<file path="src/rtl/mcu_subsys_bus.sv">
// Interconnect from the CPU native memory port to ROM, RAM and the peripheral window.
// Unmapped, ROM-write and timed-out accesses are terminated with an error response.
module mcu_subsys_bus #(
    parameter logic [31:0] ROM_BASE       = 32'h0000_0000,
    parameter logic [31:0] RAM_BASE       = 32'h0001_0000,
    parameter logic [31:0] PER_BASE       = 32'h1000_0000,
    parameter int          REGION_BITS    = 16,
    parameter int          TIMEOUT_CYCLES = 255,
    parameter logic [31:0] ERR_RDATA      = 32'hDEAD_BEEF
) (
    input  logic        clk,
    input  logic        rst_n,
    input  logic        cpu_mem_valid,
    output logic        cpu_mem_ready,
    input  logic [31:0] cpu_mem_addr,
    input  logic [31:0] cpu_mem_wdata,
    input  logic [3:0]  cpu_mem_wstrb,
    output logic [31:0] cpu_mem_rdata,
    output logic [31:0] s_addr,
    output logic [31:0] s_wdata,
    output logic [3:0]  s_wstrb,
    output logic        rom_valid,
    input  logic        rom_ready,
    input  logic [31:0] rom_rdata,
    output logic        ram_valid,
    input  logic        ram_ready,
    input  logic [31:0] ram_rdata,
    output logic        per_valid,
    input  logic        per_ready,
    input  logic [31:0] per_rdata,
    output logic        bus_err,
    output logic [31:0] err_addr,
    output logic [7:0]  err_count
);

    typedef enum logic [1:0] {
        ST_IDLE   = 2'd0,
        ST_ACCESS = 2'd1,
        ST_DONE   = 2'd2
    } state_e;

    // Last counter value before abort; the abort edge is where it would reach TIMEOUT_CYCLES.
    localparam logic [7:0] TMO_LAST = 8'(TIMEOUT_CYCLES - 1);

    state_e      state_q;
    logic [2:0]  valid_q;          // one-hot {per, ram, rom}, doubles as the registered select
    logic [7:0]  tmo_q;
    logic [31:0] rdata_q;
    logic [31:0] s_addr_q;
    logic [31:0] s_wdata_q;
    logic [3:0]  s_wstrb_q;
    logic        ready_q;
    logic        bus_err_q;
    logic [31:0] err_addr_q;
    logic [7:0]  err_count_q;
    logic [7:0]  err_count_d;

    logic        rom_hit_s;
    logic        ram_hit_s;
    logic        per_hit_s;
    logic        rom_wr_s;
    logic        sel_ready_s;
    logic [31:0] sel_rdata_s;

    function automatic logic region_hit(input logic [31:0] addr, input logic [31:0] base);
        return (((addr ^ base) >> REGION_BITS) == 32'd0);
    endfunction

    // Address decode of the live CPU request.
    always_comb begin
        rom_hit_s = region_hit(cpu_mem_addr, ROM_BASE);
        ram_hit_s = region_hit(cpu_mem_addr, RAM_BASE);
        per_hit_s = region_hit(cpu_mem_addr, PER_BASE);
        rom_wr_s  = rom_hit_s && (cpu_mem_wstrb != 4'd0);
    end

    // Response mux driven only by the registered select; other slaves are ignored.
    always_comb begin
        sel_ready_s = 1'b0;
        sel_rdata_s = 32'd0;
        case (valid_q)
            3'b001: begin
                sel_ready_s = rom_ready;
                sel_rdata_s = rom_rdata;
            end
            3'b010: begin
                sel_ready_s = ram_ready;
                sel_rdata_s = ram_rdata;
            end
            3'b100: begin
                sel_ready_s = per_ready;
                sel_rdata_s = per_rdata;
            end
            default: begin
                sel_ready_s = 1'b0;
                sel_rdata_s = 32'd0;
            end
        endcase
    end

    // Saturating error counter increment.
    always_comb begin
        if (err_count_q == 8'hFF) begin
            err_count_d = 8'hFF;
        end else begin
            err_count_d = err_count_q + 8'd1;
        end
    end

    // Transaction FSM with registered slave requests and CPU response.
    always_ff @(posedge clk) begin
        if (!rst_n) begin
            state_q     <= ST_IDLE;
            valid_q     <= 3'b000;
            tmo_q       <= 8'd0;
            rdata_q     <= 32'd0;
            s_addr_q    <= 32'd0;
            s_wdata_q   <= 32'd0;
            s_wstrb_q   <= 4'd0;
            ready_q     <= 1'b0;
            bus_err_q   <= 1'b0;
            err_addr_q  <= 32'd0;
            err_count_q <= 8'd0;
        end else begin
            ready_q   <= 1'b0;
            bus_err_q <= 1'b0;
            case (state_q)
                ST_IDLE: begin
                    if (cpu_mem_valid) begin
                        s_addr_q  <= cpu_mem_addr;
                        s_wdata_q <= cpu_mem_wdata;
                        s_wstrb_q <= cpu_mem_wstrb;
                        tmo_q     <= 8'd0;
                        if ((rom_hit_s && !rom_wr_s) || ram_hit_s || per_hit_s) begin
                            valid_q <= {per_hit_s, ram_hit_s, rom_hit_s};
                            state_q <= ST_ACCESS;
                        end else begin
                            valid_q     <= 3'b000;
                            rdata_q     <= ERR_RDATA;
                            ready_q     <= 1'b1;
                            bus_err_q   <= 1'b1;
                            err_addr_q  <= cpu_mem_addr;
                            err_count_q <= err_count_d;
                            state_q     <= ST_DONE;
                        end
                    end else begin
                        state_q <= ST_IDLE;
                    end
                end
                ST_ACCESS: begin
                    // A ready in the abort cycle takes priority over the timeout.
                    if (sel_ready_s) begin
                        valid_q <= 3'b000;
                        rdata_q <= sel_rdata_s;
                        ready_q <= 1'b1;
                        state_q <= ST_DONE;
                    end else if (tmo_q == TMO_LAST) begin
                        valid_q     <= 3'b000;
                        rdata_q     <= ERR_RDATA;
                        ready_q     <= 1'b1;
                        bus_err_q   <= 1'b1;
                        err_addr_q  <= s_addr_q;
                        err_count_q <= err_count_d;
                        state_q     <= ST_DONE;
                    end else begin
                        tmo_q <= tmo_q + 8'd1;
                    end
                end
                ST_DONE: begin
                    state_q <= ST_IDLE;
                end
                default: begin
                    valid_q <= 3'b000;
                    state_q <= ST_IDLE;
                end
            endcase
        end
    end

    assign rom_valid     = valid_q[0];
    assign ram_valid     = valid_q[1];
    assign per_valid     = valid_q[2];
    assign cpu_mem_ready = ready_q;
    assign cpu_mem_rdata = rdata_q;
    assign s_addr        = s_addr_q;
    assign s_wdata       = s_wdata_q;
    assign s_wstrb       = s_wstrb_q;
    assign bus_err       = bus_err_q;
    assign err_addr      = err_addr_q;
    assign err_count     = err_count_q;

endmodule

</file>
<file path="config.mk">
export PLATFORM = sky130hd
export DESIGN_NAME = mcu_subsys_bus
export DESIGN_NICKNAME = d
export VERILOG_FILES = /design/src/rtl/mcu_subsys_bus.sv
export SDC_FILE = /design/constraint.sdc
export NUM_CORES = 1
export LEC_CHECK = 0
export CORE_MARGIN = 2
export CORE_UTILIZATION = 30
export CTS_CLUSTER_DIAMETER = 200
export DETAILED_ROUTE_END_ITERATION = 10
export HOLD_SLACK_MARGIN = 0.1
export PLACE_DENSITY = 0.67
export SLEW_MARGIN = 20
export SYNTH_ARGS = -nofsm -noshare
export SYNTH_HDL_FRONTEND = slang
export SYNTH_SLANG_ARGS = --single-unit
</file>
<file path="constraint.sdc">
create_clock -name clk -period 2.6 [get_ports clk]
set_input_delay 0.26 -clock clk [delete_from_list [all_inputs] [get_ports clk]]
set_output_delay 0.26 -clock clk [all_outputs]
set_load 0.02 [all_outputs]
</file>
==> impl_metrics.tcl <==
set metrics [dict create \
    drt_wl_total_um 24300 \
    dr.first_iter.drc_count 381 \
    grt_start_max_net_pins 70 \
    rr_endpoint "err_count[2]" \
    cellLeakagePower_nw 4.29 \
    synth_mux_area_share_pct 0.433 \
    cellPowerDensity_nw_per_um2 550 \
    startpoint "valid_q[0]" \
    fmax_mhz 433 \
    dp_cells 1400 \
    synth_top_family_by_area "compound AO/OA/AOI/OAI gates" \
    cts_tree "yes" \
    cts_resized 0 \
    synth_cell_types 45 \
    clk_latency_ns 0.42 \
    placed_area_um2 10500 \
    grt.total_usage_pct 19.1 \
    ys_seq_area_share_pct 44.7 \
    skew_ns 0.0100 \
    cts_sinks 155 \
    outcome "complete, no violations" \
    critPathCapture "err_count[2]" \
    holdBufCountCts 0 \
    ys_seq_elements 155 \
    final_cell_mix "clkdlybuf4s50_1 (313), nand2_1 (251), dfxtp_1 (155)" \
    antenna_found_initial 0 \
    synthAdderAreaFrac_pct 0.541 \
    antenna_left 0 \
    initial_core_util_pct 30.6 \
    antenna_cells 0 \
    cp-start-kind "register" \
    setup_viol 0 \
    portBuffers 314 \
    grt-ovfl-total 0 \
    r2r_setup_slack_ns 0.29 \
    avgRoutedWirePerCell_um 17.0 \
    die_w_um 156 \
    final_cells 1431 \
    cts_buffers 17 \
    finalWorstPathRequiredPeriod_ns 2.31 \
    tightest_slew_ns 0.769 \
    cts_setup_buffers 0 \
    endpoint_kind "register" \
    place_congestion 0.796 \
    final_common_cell "clkdlybuf4s50_1" \
    drc_errors 0 \
    hold_class "input pin to register" \
    nNetsFinal 1307 \
    dpl.hpwl_um 17200 \
    cp.arrival_ns 2.61 \
    fin_area_um2 11100 \
    maxSlewViolCount 0 \
    yosys_warnings 0 \
    synth_nets 1007 \
    synth_xor_area_share_pct 0 \
    rsz0062_at_grt "no" \
    fin_ws_ns 0.292 \
    relSlewSlack_pct 48.8 \
    rows 55 \
    holdPathStages 3 \
    path_clk_slew_ns 0.07 \
    finalHoldViolCount 0 \
    drt_pass1_iterations 6 \
    crit_fanout 8 \
    pre_cts_ws_ns 0.00711 \
    grt_pass1_vias 6950 \
    synthArstFlopShare_pct 0 \
    ys.flop_type "dfxtp_1" \
    synth_compound_area_share_pct 26.9 \
    postSynthAreaPerCell_um2 8.32 \
    synthToLayoutAreaGrowth_pct 59.5 \
    fillers 2182 \
    synth-edff-count 0 \
    boundaryPins 315 \
    syn_area_um2 6940 \
    vdd_ir_drop_max_mv 0.443 \
    fp.dieH_um 156 \
    cap_violations 0 \
    reg2reg_depth 6 \
    worstSetupPathType "register to register" \
    design.die.area_um2 24400 \
    via_count 7224 \
    vias_per_cell 5.05 \
    cts_max_level 4 \
    clockBufferDepth 2 \
    layout-drive-gt1-share_pct 7.50 \
    r2r-start "valid_q[0]" \
    cts_root_buf "clkbuf_16" \
    syn_inst 834 \
    grt_pass1_wl_um 37100 \
    cp_data_required_time_ns 2.90 \
    core-area_um2 22700 \
    timing.final.crit_share_pct 88.8 \
    yosys.area_share.simple_pct 22.9 \
]
routing by layer:
| metal | share of wire [%] | routed length, um | up-vias | global-route usage, % |
|---|---|---|---|---|
| li1 | - | - | 3574 | - |
| met1 | 41 | 10100 | 3356 | 22.6 |
| met2 | 49 | 11800 | 273 | 33.1 |
| met3 | 8.9 | 2160 | 21 | 6.92 |
| met4 | 1.2 | 289 | 0 | 4.28 |
| met5 | 0 | 0 | - | 0 |
synth_stat cells, types with 2 or more instances:
cell,number,area share (%)
a211o_1,2,0.25
a21boi_0,70,7.6
a21oi_1,6,0.43
a22oi_1,32,3.5
a31o_2,3,0.38
a32oi_1,2,0.25
a41o_1,2,0.29
and2_1,4,0.36
and3_1,3,0.27
buf_2,12,0.87
clkbuf_1,62,3.4
dfxtp_1,155,45
ha_1,3,0.54
inv_1,7,0.38
mux2i_1,3,0.43
nand2_1,251,14
nand2b_1,6,0.54
nand3_1,17,1.2
nand4_1,36,3.2
nor2_1,11,0.59
nor2b_1,5,0.45
nor3_1,4,0.29
nor4_1,6,0.54
o2111ai_1,2,0.25
o211a_1,34,4.9
o21ai_0,37,2.7
o21ai_1,9,0.65
o221a_1,23,3.7
o221a_2,2,0.32
o311a_1,4,0.58
o31ai_1,3,0.32
or3_1,2,0.18
or4_1,4,0.43
cell families (layout without fill, tap and decap cells):
group           count (synthesis)  in the layout
compound gates                237            237
simple gates                  355            355
buf+inv                        81            393
flops                         155            155
mux                             3              3
fa+ha+maj                       3              3
worst min path at each step:
| stage | startpoint | endpoint | slack [ns] |
|---|---|---|---|
| after global routing | cpu_mem_wdata[2] | s_wdata[2] | 0.38 |
| after global placement | cpu_mem_rdata[20] | cpu_mem_rdata[20] | 0.44 |
| after floorplan | cpu_mem_addr[10] | s_addr[10] | 0.40 |
| final | cpu_mem_wdata[8] | s_wdata[8] | 0.39 |
| after detailed placement | cpu_mem_rdata[22] | cpu_mem_rdata[22] | 0.44 |
| after CTS | cpu_mem_wdata[2] | s_wdata[2] | 0.37 |
state kept, by name (all words and copies together) (netlist names):
signal / count
cpu_mem_rdata: 32
err_addr: 32
s_addr: 32
s_wdata: 32
err_count: 8
tmo_q: 8
s_wstrb: 4
valid_q: 3
state_q: 2
bus_err: 1
cpu_mem_ready: 1
worst max-delay path: stages (launching register included):
cell,delay [ns]
dfxtp_1,0.49
and4bb_1,0.27
a211o_1,0.31
buf_4,0.16
o21ai_4,0.26
nand2_1,0.28
o311a_1,0.41
layout make-up:
class | instances | area, um2 | area share (%)
tap | 285 | 357 | 3.22
clock inverter | 12 | 115 | 1.04
clock buffer | 19 | 443 | 4.00
sequential | 155 | 3100 | 28.0
inverter | 7 | 26.3 | 0.237
timing repair buffer | 355 | 3490 | 31.5
multi-input combinational | 598 | 3540 | 32.0
power by group:
part	switching, mW	total, mW	internal, mW
Clock	1.04	2.39	1.35
Combinational	0.504	1.10	0.596
Sequential	0.0876	2.60	2.52
stage by stage:
stage          power [mW]  util (%)  TNS, ns  hold slack, ns
2_1_floorplan        3.09         -        0           0.405
3_3_place_gp         3.75      46.3   -0.907           0.436
3_5_place_dp         3.76      46.3        0           0.442
4_1_cts              6.17      48.8        0           0.372
5_1_grt              6.36      48.8        0           0.379
6_report             6.09      48.8        0           0.390
Note: power is estimated with default switching activity, not from simulation.
